[src/rtl/wb_select_unit.sv]
`default_nettype none
// ============================================================================
// Module   : wb_select_unit
// Purpose  : Writeback source select with memory-ready wait, timeout and
//            illegal-select reporting; drives the register-file write port.
// Revision : 1.0 - initial release
// ============================================================================
module wb_select_unit #(
    parameter int DATA_W  = 8,
    parameter int NUM_SRC = 4,
    parameter int SEL_W   = 2,
    parameter int ADDR_W  = 3,
    parameter int MEM_SRC = 1,
    parameter int TIMEOUT = 15
) (
    input  logic                      clk,
    input  logic                      reset,
    input  logic                      start,
    input  logic [SEL_W-1:0]          src_sel,
    input  logic [NUM_SRC*DATA_W-1:0] src_data,
    input  logic [ADDR_W-1:0]         dest_addr,
    input  logic                      reg_write,
    input  logic                      mem_ready,
    output logic [DATA_W-1:0]         wb_data,
    output logic [ADDR_W-1:0]         wb_addr,
    output logic                      wb_en,
    output logic                      done,
    output logic                      busy,
    output logic [1:0]                err
);

    localparam logic [1:0] c_ERR_OK  = 2'b00;
    localparam logic [1:0] c_ERR_SEL = 2'b01;
    localparam logic [1:0] c_ERR_TMO = 2'b10;
    localparam logic [7:0] c_TMO_LIMIT = 8'(TIMEOUT);

    typedef enum logic [1:0] {
        S_IDLE     = 2'd0,
        S_WAIT_MEM = 2'd1,
        S_WRITE    = 2'd2
    } state_t;

    state_t              r_state, w_state_next;
    logic [7:0]          r_wait_cnt, w_wait_cnt_next;
    logic                r_reg_write, w_reg_write_next;
    logic [ADDR_W-1:0]   r_dest, w_dest_next;
    logic [DATA_W-1:0]   w_data_next;
    logic [ADDR_W-1:0]   w_addr_next;
    logic [1:0]          w_err_next;
    logic                w_done_next;
    logic                w_wb_en_next;
    logic [DATA_W-1:0]   w_sel_data;
    logic [DATA_W-1:0]   w_mem_data;
    logic                w_sel_illegal;
    logic                w_sel_mem;

    always_comb begin
        w_sel_data = '0;
        for (int i = 0; i < NUM_SRC; i++) begin
            if (src_sel == SEL_W'(i)) begin
                w_sel_data = src_data[i*DATA_W +: DATA_W];
            end
        end
    end

    assign w_mem_data    = src_data[MEM_SRC*DATA_W +: DATA_W];
    assign w_sel_illegal = 32'(src_sel) >= 32'(NUM_SRC);
    assign w_sel_mem     = (src_sel == SEL_W'(MEM_SRC));
    assign busy          = (r_state != S_IDLE);

    always_comb begin
        w_state_next     = r_state;
        w_wait_cnt_next  = r_wait_cnt;
        w_reg_write_next = r_reg_write;
        w_dest_next      = r_dest;
        w_data_next      = wb_data;
        w_err_next       = err;
        case (r_state)
            S_IDLE: begin
                if (start) begin
                    w_reg_write_next = reg_write;
                    w_dest_next      = dest_addr;
                    w_err_next       = c_ERR_OK;
                    if (w_sel_illegal) begin
                        w_err_next   = c_ERR_SEL;
                        w_state_next = S_WRITE;
                    end else if (w_sel_mem && !mem_ready) begin
                        w_wait_cnt_next = 8'd0;
                        w_state_next    = S_WAIT_MEM;
                    end else begin
                        w_data_next  = w_sel_data;
                        w_state_next = S_WRITE;
                    end
                end
            end
            S_WAIT_MEM: begin
                // mem_ready wins over a timeout landing in the same cycle
                if (mem_ready) begin
                    w_data_next  = w_mem_data;
                    w_state_next = S_WRITE;
                end else if (r_wait_cnt + 8'd1 == c_TMO_LIMIT) begin
                    w_wait_cnt_next = r_wait_cnt + 8'd1;
                    w_err_next      = c_ERR_TMO;
                    w_state_next    = S_WRITE;
                end else begin
                    w_wait_cnt_next = r_wait_cnt + 8'd1;
                end
            end
            S_WRITE: begin
                w_state_next = S_IDLE;
            end
            default: begin
                w_state_next = S_IDLE;
            end
        endcase
        // Strobes are registered so they coincide exactly with the WRITE cycle
        w_done_next  = (w_state_next == S_WRITE);
        w_wb_en_next = w_done_next && w_reg_write_next && (w_err_next == c_ERR_OK);
        w_addr_next  = w_done_next ? w_dest_next : wb_addr;
    end

    always_ff @(posedge clk) begin
        if (reset) begin
            r_state     <= S_IDLE;
            r_wait_cnt  <= 8'd0;
            r_reg_write <= 1'b0;
            r_dest      <= '0;
            wb_data     <= '0;
            wb_addr     <= '0;
            wb_en       <= 1'b0;
            done        <= 1'b0;
            err         <= c_ERR_OK;
        end else begin
            r_state     <= w_state_next;
            r_wait_cnt  <= w_wait_cnt_next;
            r_reg_write <= w_reg_write_next;
            r_dest      <= w_dest_next;
            wb_data     <= w_data_next;
            wb_addr     <= w_addr_next;
            wb_en       <= w_wb_en_next;
            done        <= w_done_next;
            err         <= w_err_next;
        end
    end

endmodule
`default_nettype wire
[config.mk]
export PLATFORM = sky130hd
export DESIGN_NAME = wb_select_unit
export DESIGN_NICKNAME = d
export VERILOG_FILES = /design/src/rtl/wb_select_unit.sv
export SDC_FILE = /design/constraint.sdc
export NUM_CORES = 1
export LEC_CHECK = 0
export ABC_AREA = 0
export CAP_MARGIN = 20
export CORE_ASPECT_RATIO = 0.5
export CORE_MARGIN = 3
export CORE_UTILIZATION = 47
export DETAILED_ROUTE_END_ITERATION = 10
export PLACE_DENSITY = 0.91
export SETUP_SLACK_MARGIN = 0.1
export SYNTH_ARGS = -nofsm -noshare
export SYNTH_HDL_FRONTEND = slang
export SYNTH_SLANG_ARGS = --single-unit
[constraint.sdc]
create_clock -name clk -period 5.2 [get_ports clk]
set_clock_uncertainty 0.15 [all_clocks]
set_input_delay 1.04 -clock clk [delete_from_list [all_inputs] [get_ports clk]]
set_output_delay 1.04 -clock clk [all_outputs]
set_load 0.05 [all_outputs]
==> results.json, run 1 <==
{
  "status": "finished clean",
  "synthArstFlopShare_pct": 0,
  "cap_violations": 0,
  "vias": 1473,
  "drtIter0Drc": 42,
  "yosys.area.top_type": "dfxtp_1",
  "finalSetupViolations": 0,
  "syn_inst": 173,
  "rsz0062_at_grt": "no",
  "period_needed_ps": 3020,
  "fin_crit_sh_pct": 58.1,
  "cts_buffers": 5,
  "wl_met3_um": 291,
  "fmax_mhz": 331,
  "ir_worst_vdd_v": 0.000240,
  "dp_hpwl_mm": 2.69,
  "wl_met1_mm": 1.63,
  "ys_warn_count": 0,
  "rows": 13,
  "syn_to_final_growth_pct": 42.7,
  "p_per_area_mw_per_mm2": 256,
  "crit_type": "in -> reg",
  "n_fill_cell": 215,
  "dpl_cell_area_mm2": 0.00209,
  "cts_tree": "done",
  "gp_congestion": 0.811,
  "track_usage_pct": 18.7,
  "cts_resized": 0,
  "synth_top_area_share_pct": 38.1,
  "antenna_found_initial": 0,
  "cp_slowest_cell": "clkdlybuf4s50_1",
  "grt_overflow_total": 0,
  "synth_most_common_cell": "dfxtp_1",
  "viasPerCell": 5.54,
  "syn_nets": 217,
  "firstDrtPassIters": 5,
  "max_slew_margin_pct": 29.2,
  "final_antenna_net_count": 0,
  "grt_max_degree": 30,
  "dieArea_mm2": 0.00400,
  "cp-end-kind": "flip-flop",
  "path_cells": "clkdlybuf4s50_1 -> nand2b_4 -> a21oi_2 -> nor3_4 -> a21oi_4 -> mux2_4",
  "synth_area_leaders": "dfxtp_1 (38%), nor2_1 (4.7%), mux2i_1 (4.6%), nand3_1 (4.6%), o21ai_0 (3.9%)",
  "nets": 272,
  "synth_edf_count": 0,
  "worstPathRequired_ps": 5220,
  "drt-total-wl_mm": 3.59,
  "postCtsHoldBufs": 0,
  "drc": 0,
  "cts_sinks": 29,
  "power_leakage_nw": 0.825,
  "cts_max_level": 2,
  "core_area_mm2": 0.00283,
  "hold_path.class": "reg -> reg",
  "layout-drive-gt1-share_pct": 9.61,
  "cp_max_fo": 18,
  "arrival_ps": 3040,
  "tightest_slew_ps": 1060,
  "dieHeight_um": 46.3,
  "first_global_vias": 1321,
  "timing.final.max_slew_violations": 0,
  "synthesis.area_mm2": 0.00152,
  "syn_area_per_cell_um2": 8.80,
  "clkLatencyLatePin_ps": 280,
  "postLayoutCellArea_mm2": 0.00217,
  "die_w_um": 86.5,
  "clockBufferDepth": 2,
  "cts-root-buf": "clkbuf_8",
  "cp-start-kind": "primary input",
  "hold_viol": 0,
  "synth-seq-cells": 29,
  "cts_setup_buffers": 0,
  "fin_tns_setup_ps": 0,
  "clk_pin_slew_ps": 60,
  "synthTopCellsByCount": "dfxtp_1 (29), nor2_1 (19), nand3_1 (14), nand2_1 (12), o21ai_0 (12)",
  "synth-main-ff-cell": "dfxtp_1",
  "antenna_cells": 0,
  "post_drt_wl_per_cell_um": 13.5,
  "ys_types": 42,
  "io_buffers": 57,
  "grt_pass1_wl_mm": 5.78,
  "top_level_ports": 58,
  "crit_path_max_incr_delay_ps": 700,
  "wl_met2_mm": 1.61,
  "start_util_pct": 53.8,
  "top_layer": "met4",
  "power.total_w": 0.000556,
  "whs_ps": 313,
  "ys_seq_area_share_pct": 38.1
}
path summary, 6_finish.rpt:
| kind | slack [ps] | cells after the start | endpoint | startpoint |
|---|---|---|---|---|
| max | 2180 | 6 | wb_addr[1] | src_sel[0] |
| min | 310 | 2 | r_dest[2] | r_dest[2] |
| max reg2reg | 3220 | 4 | wb_data[6] | r_state[1] |
| min reg2reg | 310 | 2 | r_dest[2] | r_dest[2] |
through the flow:
stage | instances | utilization (%) | setup slack (ps)
6_report | 266 | 76.8 | 2180
5_1_grt | 266 | 76.8 | 2020
4_1_cts | 266 | 76.8 | 2160
3_5_place_dp | 258 | 73.9 | 1860
3_3_place_gp | 258 | 73.9 | 1950
2_1_floorplan | 173 | - | 2880
flip-flops by register name, indices dropped and copies added, names as in the netlist:
name / cells
r_wait_cnt: 8
wb_data: 8
r_dest: 3
wb_addr: 3
err: 2
r_state: 2
done: 1
r_reg_write: 1
wb_en: 1
cell type report:
cell class                 instances  area [µm²]  share of cell area [%]
inverter                           3        11.3                   0.518
sequential                        29         581                    26.7
tap                               37        46.3                    2.13
clock inverter                     2        10.0                   0.461
clock buffer                       6        72.6                    3.34
multi-input combinational        131         875                    40.2
timing repair buffer              58         578                    26.6
cells in the final DEF, fill, tap and decap left out, types with 2 or more instances in the layout:
cell type        synthesis  layout
nand2_1                 12      12
mux2i_1                  7       7
nor4_1                   2       2
dfxtp_1                 29      29
a311oi_1                 2       2
o21ai_0                 12      12
a22oi_1                  8       8
nor2_2                   3       3
nor3b_1                  2       2
clkdlybuf4s50_1          0      57
mux2_4                   3       3
nor2_1                  19      19
nand2b_1                 2       2
nor3_1                   2       2
and3_1                   2       2
clkbuf_8                 0       5
a211oi_1                 8       8
nor2b_1                  3       3
inv_1                    3       3
o31a_1                   2       2
nand3_1                 14      14
ha_1                     2       2
clkinv_2                 0       2
a21oi_1                  9       9
report_power, final:
part	leakage (nW)	switching, W	internal, W
logic	0.543	0.0000734	0.0000652
clock network	0.0450	0.0000844	0.0000925
registers	0.237	0.00000660	0.000234
worst max-delay path: cells and delay by family:
family	cells	cell delay, ps
buffers and inverters	1	700
AO/OA/AOI/OAI	2	200
multiplexers	1	330
AND/OR/NAND/NOR	2	760
logic make-up (layout without fill, tap and decap cells):
family,count (synthesis),after routing,share of synthesized area [%]
simple gates,69,69,24.4
compound gates,47,47,21.2
flops,29,29,38.1
buf+inv,13,69,4.44
mux,11,11,9.04
fa+ha+maj,2,2,1.64
xor+xnor,2,2,1.15
routing by layer:
layer / GRT usage [%] / up-vias
li1: - / 738
met1: 22.0 / 674
met2: 31.6 / 54
met3: 7.32 / 7
met4: 6.83 / 0
met5: 0 / -
Power figures use the tool's default switching activity.
==> run 2, diff against run 1 <==
Settings changed: CORE_UTILIZATION 47 to 39, PLACE_DENSITY 0.91 to 0.81.
Clock period 5.2 ns to 2.6 ns, I/O delays scaled along.
==> results.json, run 2 (same netlist as run 1, synthesis figures left out) <==
{
  "status": "finished clean",
  "core_area_mm2": 0.00358,
  "cts_buffers": 5,
  "clk_pin_slew_ps": 60,
  "postLayoutCellArea_mm2": 0.00225,
  "grt_max_degree": 18,
  "seqCellArea_um2": 581,
  "cts_setup_buffers": 0,
  "drtIter0Drc": 82,
  "clockBufferDepth": 2,
  "crit_end": "busy",
  "syn_to_final_growth_pct": 48.1,
  "firstDrtPassIters": 4,
  "clkLatencyLatePin_ps": 280,
  "power.total_w": 0.00125,
  "met1_usage_pct": 21.1,
  "drc": 0,
  "place_ws_ps": 176,
  "die_w_um": 94.4,
  "final_antenna_net_count": 0,
  "cp-start-kind": "flip-flop",
  "viasPerCell": 5.31,
  "fin_tns_setup_ps": 0,
  "final_common_cell": "clkdlybuf4s50_1",
  "timing.final.max_slew_violations": 0,
  "cts_resized": 0,
  "grt.met2_usage_pct": 29.8,
  "rows": 15,
  "ff2ff_path_depth": 5,
  "dpl_cell_area_mm2": 0.00214,
  "r2r-start": "r_state[1]",
  "regToRegEndpoint": "r_wait_cnt[7]",
  "use_met3_pct": 5.99,
  "grt_overflow_total": 0,
  "layout-drive-gt1-share_pct": 11.2,
  "first_global_vias": 1475,
  "dp_hpwl_mm": 2.95,
  "busiest_layer": "met2",
  "timing.final.ws_setup_ps": 214,
  "max_slew_margin_pct": 59.3,
  "final_cell_mix": "clkdlybuf4s50_1 (57), dfxtp_1 (29), nor2_1 (19), nand3_1 (14)",
  "fin_crit_sh_pct": 91.8,
  "multi_input_area_um2": 875,
  "drt-total-wl_mm": 3.85,
  "gp_congestion": 0.837,
  "start_util_pct": 42.5,
  "tightest_slew_ps": 608,
  "rsz0062_at_grt": "no",
  "dieHeight_um": 50.2,
  "antenna_found_initial": 0,
  "grt_pass1_wl_mm": 6.66,
  "cts_tree": "done",
  "p_per_area_mw_per_mm2": 555,
  "vias": 1507,
  "finalSetupViolations": 0,
  "arrival_ps": 1720,
  "reg_top3": "r_wait_cnt (8), wb_data (8)",
  "hold_depth": 2,
  "postCtsHoldBufs": 0,
  "nets": 276,
  "io_buffers": 57,
  "track_usage_pct": 17.9,
  "period_needed_ps": 2390,
  "cap_violations": 0,
  "cts_max_level": 2,
  "power_leakage_nw": 0.858,
  "crit_type": "reg -> out",
  "hold_viol": 0,
  "top_level_ports": 58,
  "ir_worst_vdd_v": 0.000206,
  "antenna_cells": 0,
  "worstPathRequired_ps": 1930,
  "cts-root-buf": "clkbuf_8",
  "cp_max_fo": 7,
  "hold_path.class": "reg -> reg",
  "cp-end-kind": "output pin",
  "n_fill_cell": 290,
  "r2r_slack_ps": 700,
  "fmax_mhz": 419,
  "startpoint": "r_state[0]",
  "cts_sinks": 29,
  "dieArea_mm2": 0.00474,
  "post_drt_wl_per_cell_um": 13.5
}
run 2: changes by cell type in the layout (fill, tap and decap cells not counted), sizes merged:
cell / before / now
buf: 1 / 5
bufinv: 0 / 1
clkbuf: 6 / 7
clkinv: 2 / 0
run 2: stage by stage:
stage	instances	hold WS (ps)	util, %
after global routing	284	353	62.9
final	284	325	62.9
after detailed placement	276	319	59.7
after global placement	276	301	59.7
after floorplan	173	290	-
after CTS	284	328	62.9
run 2: worst max-delay path, stage by stage (launching register included):
cell and delay, ps:
dfxtp_1 460, nor2_2 120, inv_1 60, clkdlybuf4s50_1 790
run 2: power by group:
group	internal (W)	switching (W)	total, W	leakage, nW
sequential	0.000467	0.0000105	0.000478	0.237
combinational	0.000135	0.000153	0.000289	0.563
clock	0.000312	0.000172	0.000484	0.0585
total	0.000915	0.000335	0.00125	0.858
run 2: worst min path at each step:
stage | to | start | slack [ps]
after global routing | r_reg_write | r_reg_write | 350
after CTS | r_reg_write | r_reg_write | 330
after detailed placement | r_reg_write | r_reg_write | 320
after global placement | r_dest[2] | r_dest[2] | 300
final | r_reg_write | r_reg_write | 330
after floorplan | r_dest[0] | r_dest[0] | 290
run 2: routing by layer:
metal | share of wire [%] | vias up | routed length [µm]
met5 | 0 | - | 0
met4 | 3.1 | 0 | 120
met3 | 6.0 | 10 | 231
met2 | 48 | 54 | 1850
met1 | 43 | 694 | 1640
li1 | - | 749 | -
run 2: final cells by class:
| cell class | count | share of cell area [%] |
|---|---|---|
| timing repair buffer | 62 | 27.0 |
| clock inverter | 1 | 1.33 |
| clock buffer | 7 | 3.83 |
| inverter | 3 | 0.499 |
| multi-input combinational | 131 | 38.8 |
| tap | 51 | 2.83 |
| sequential | 29 | 25.7 |
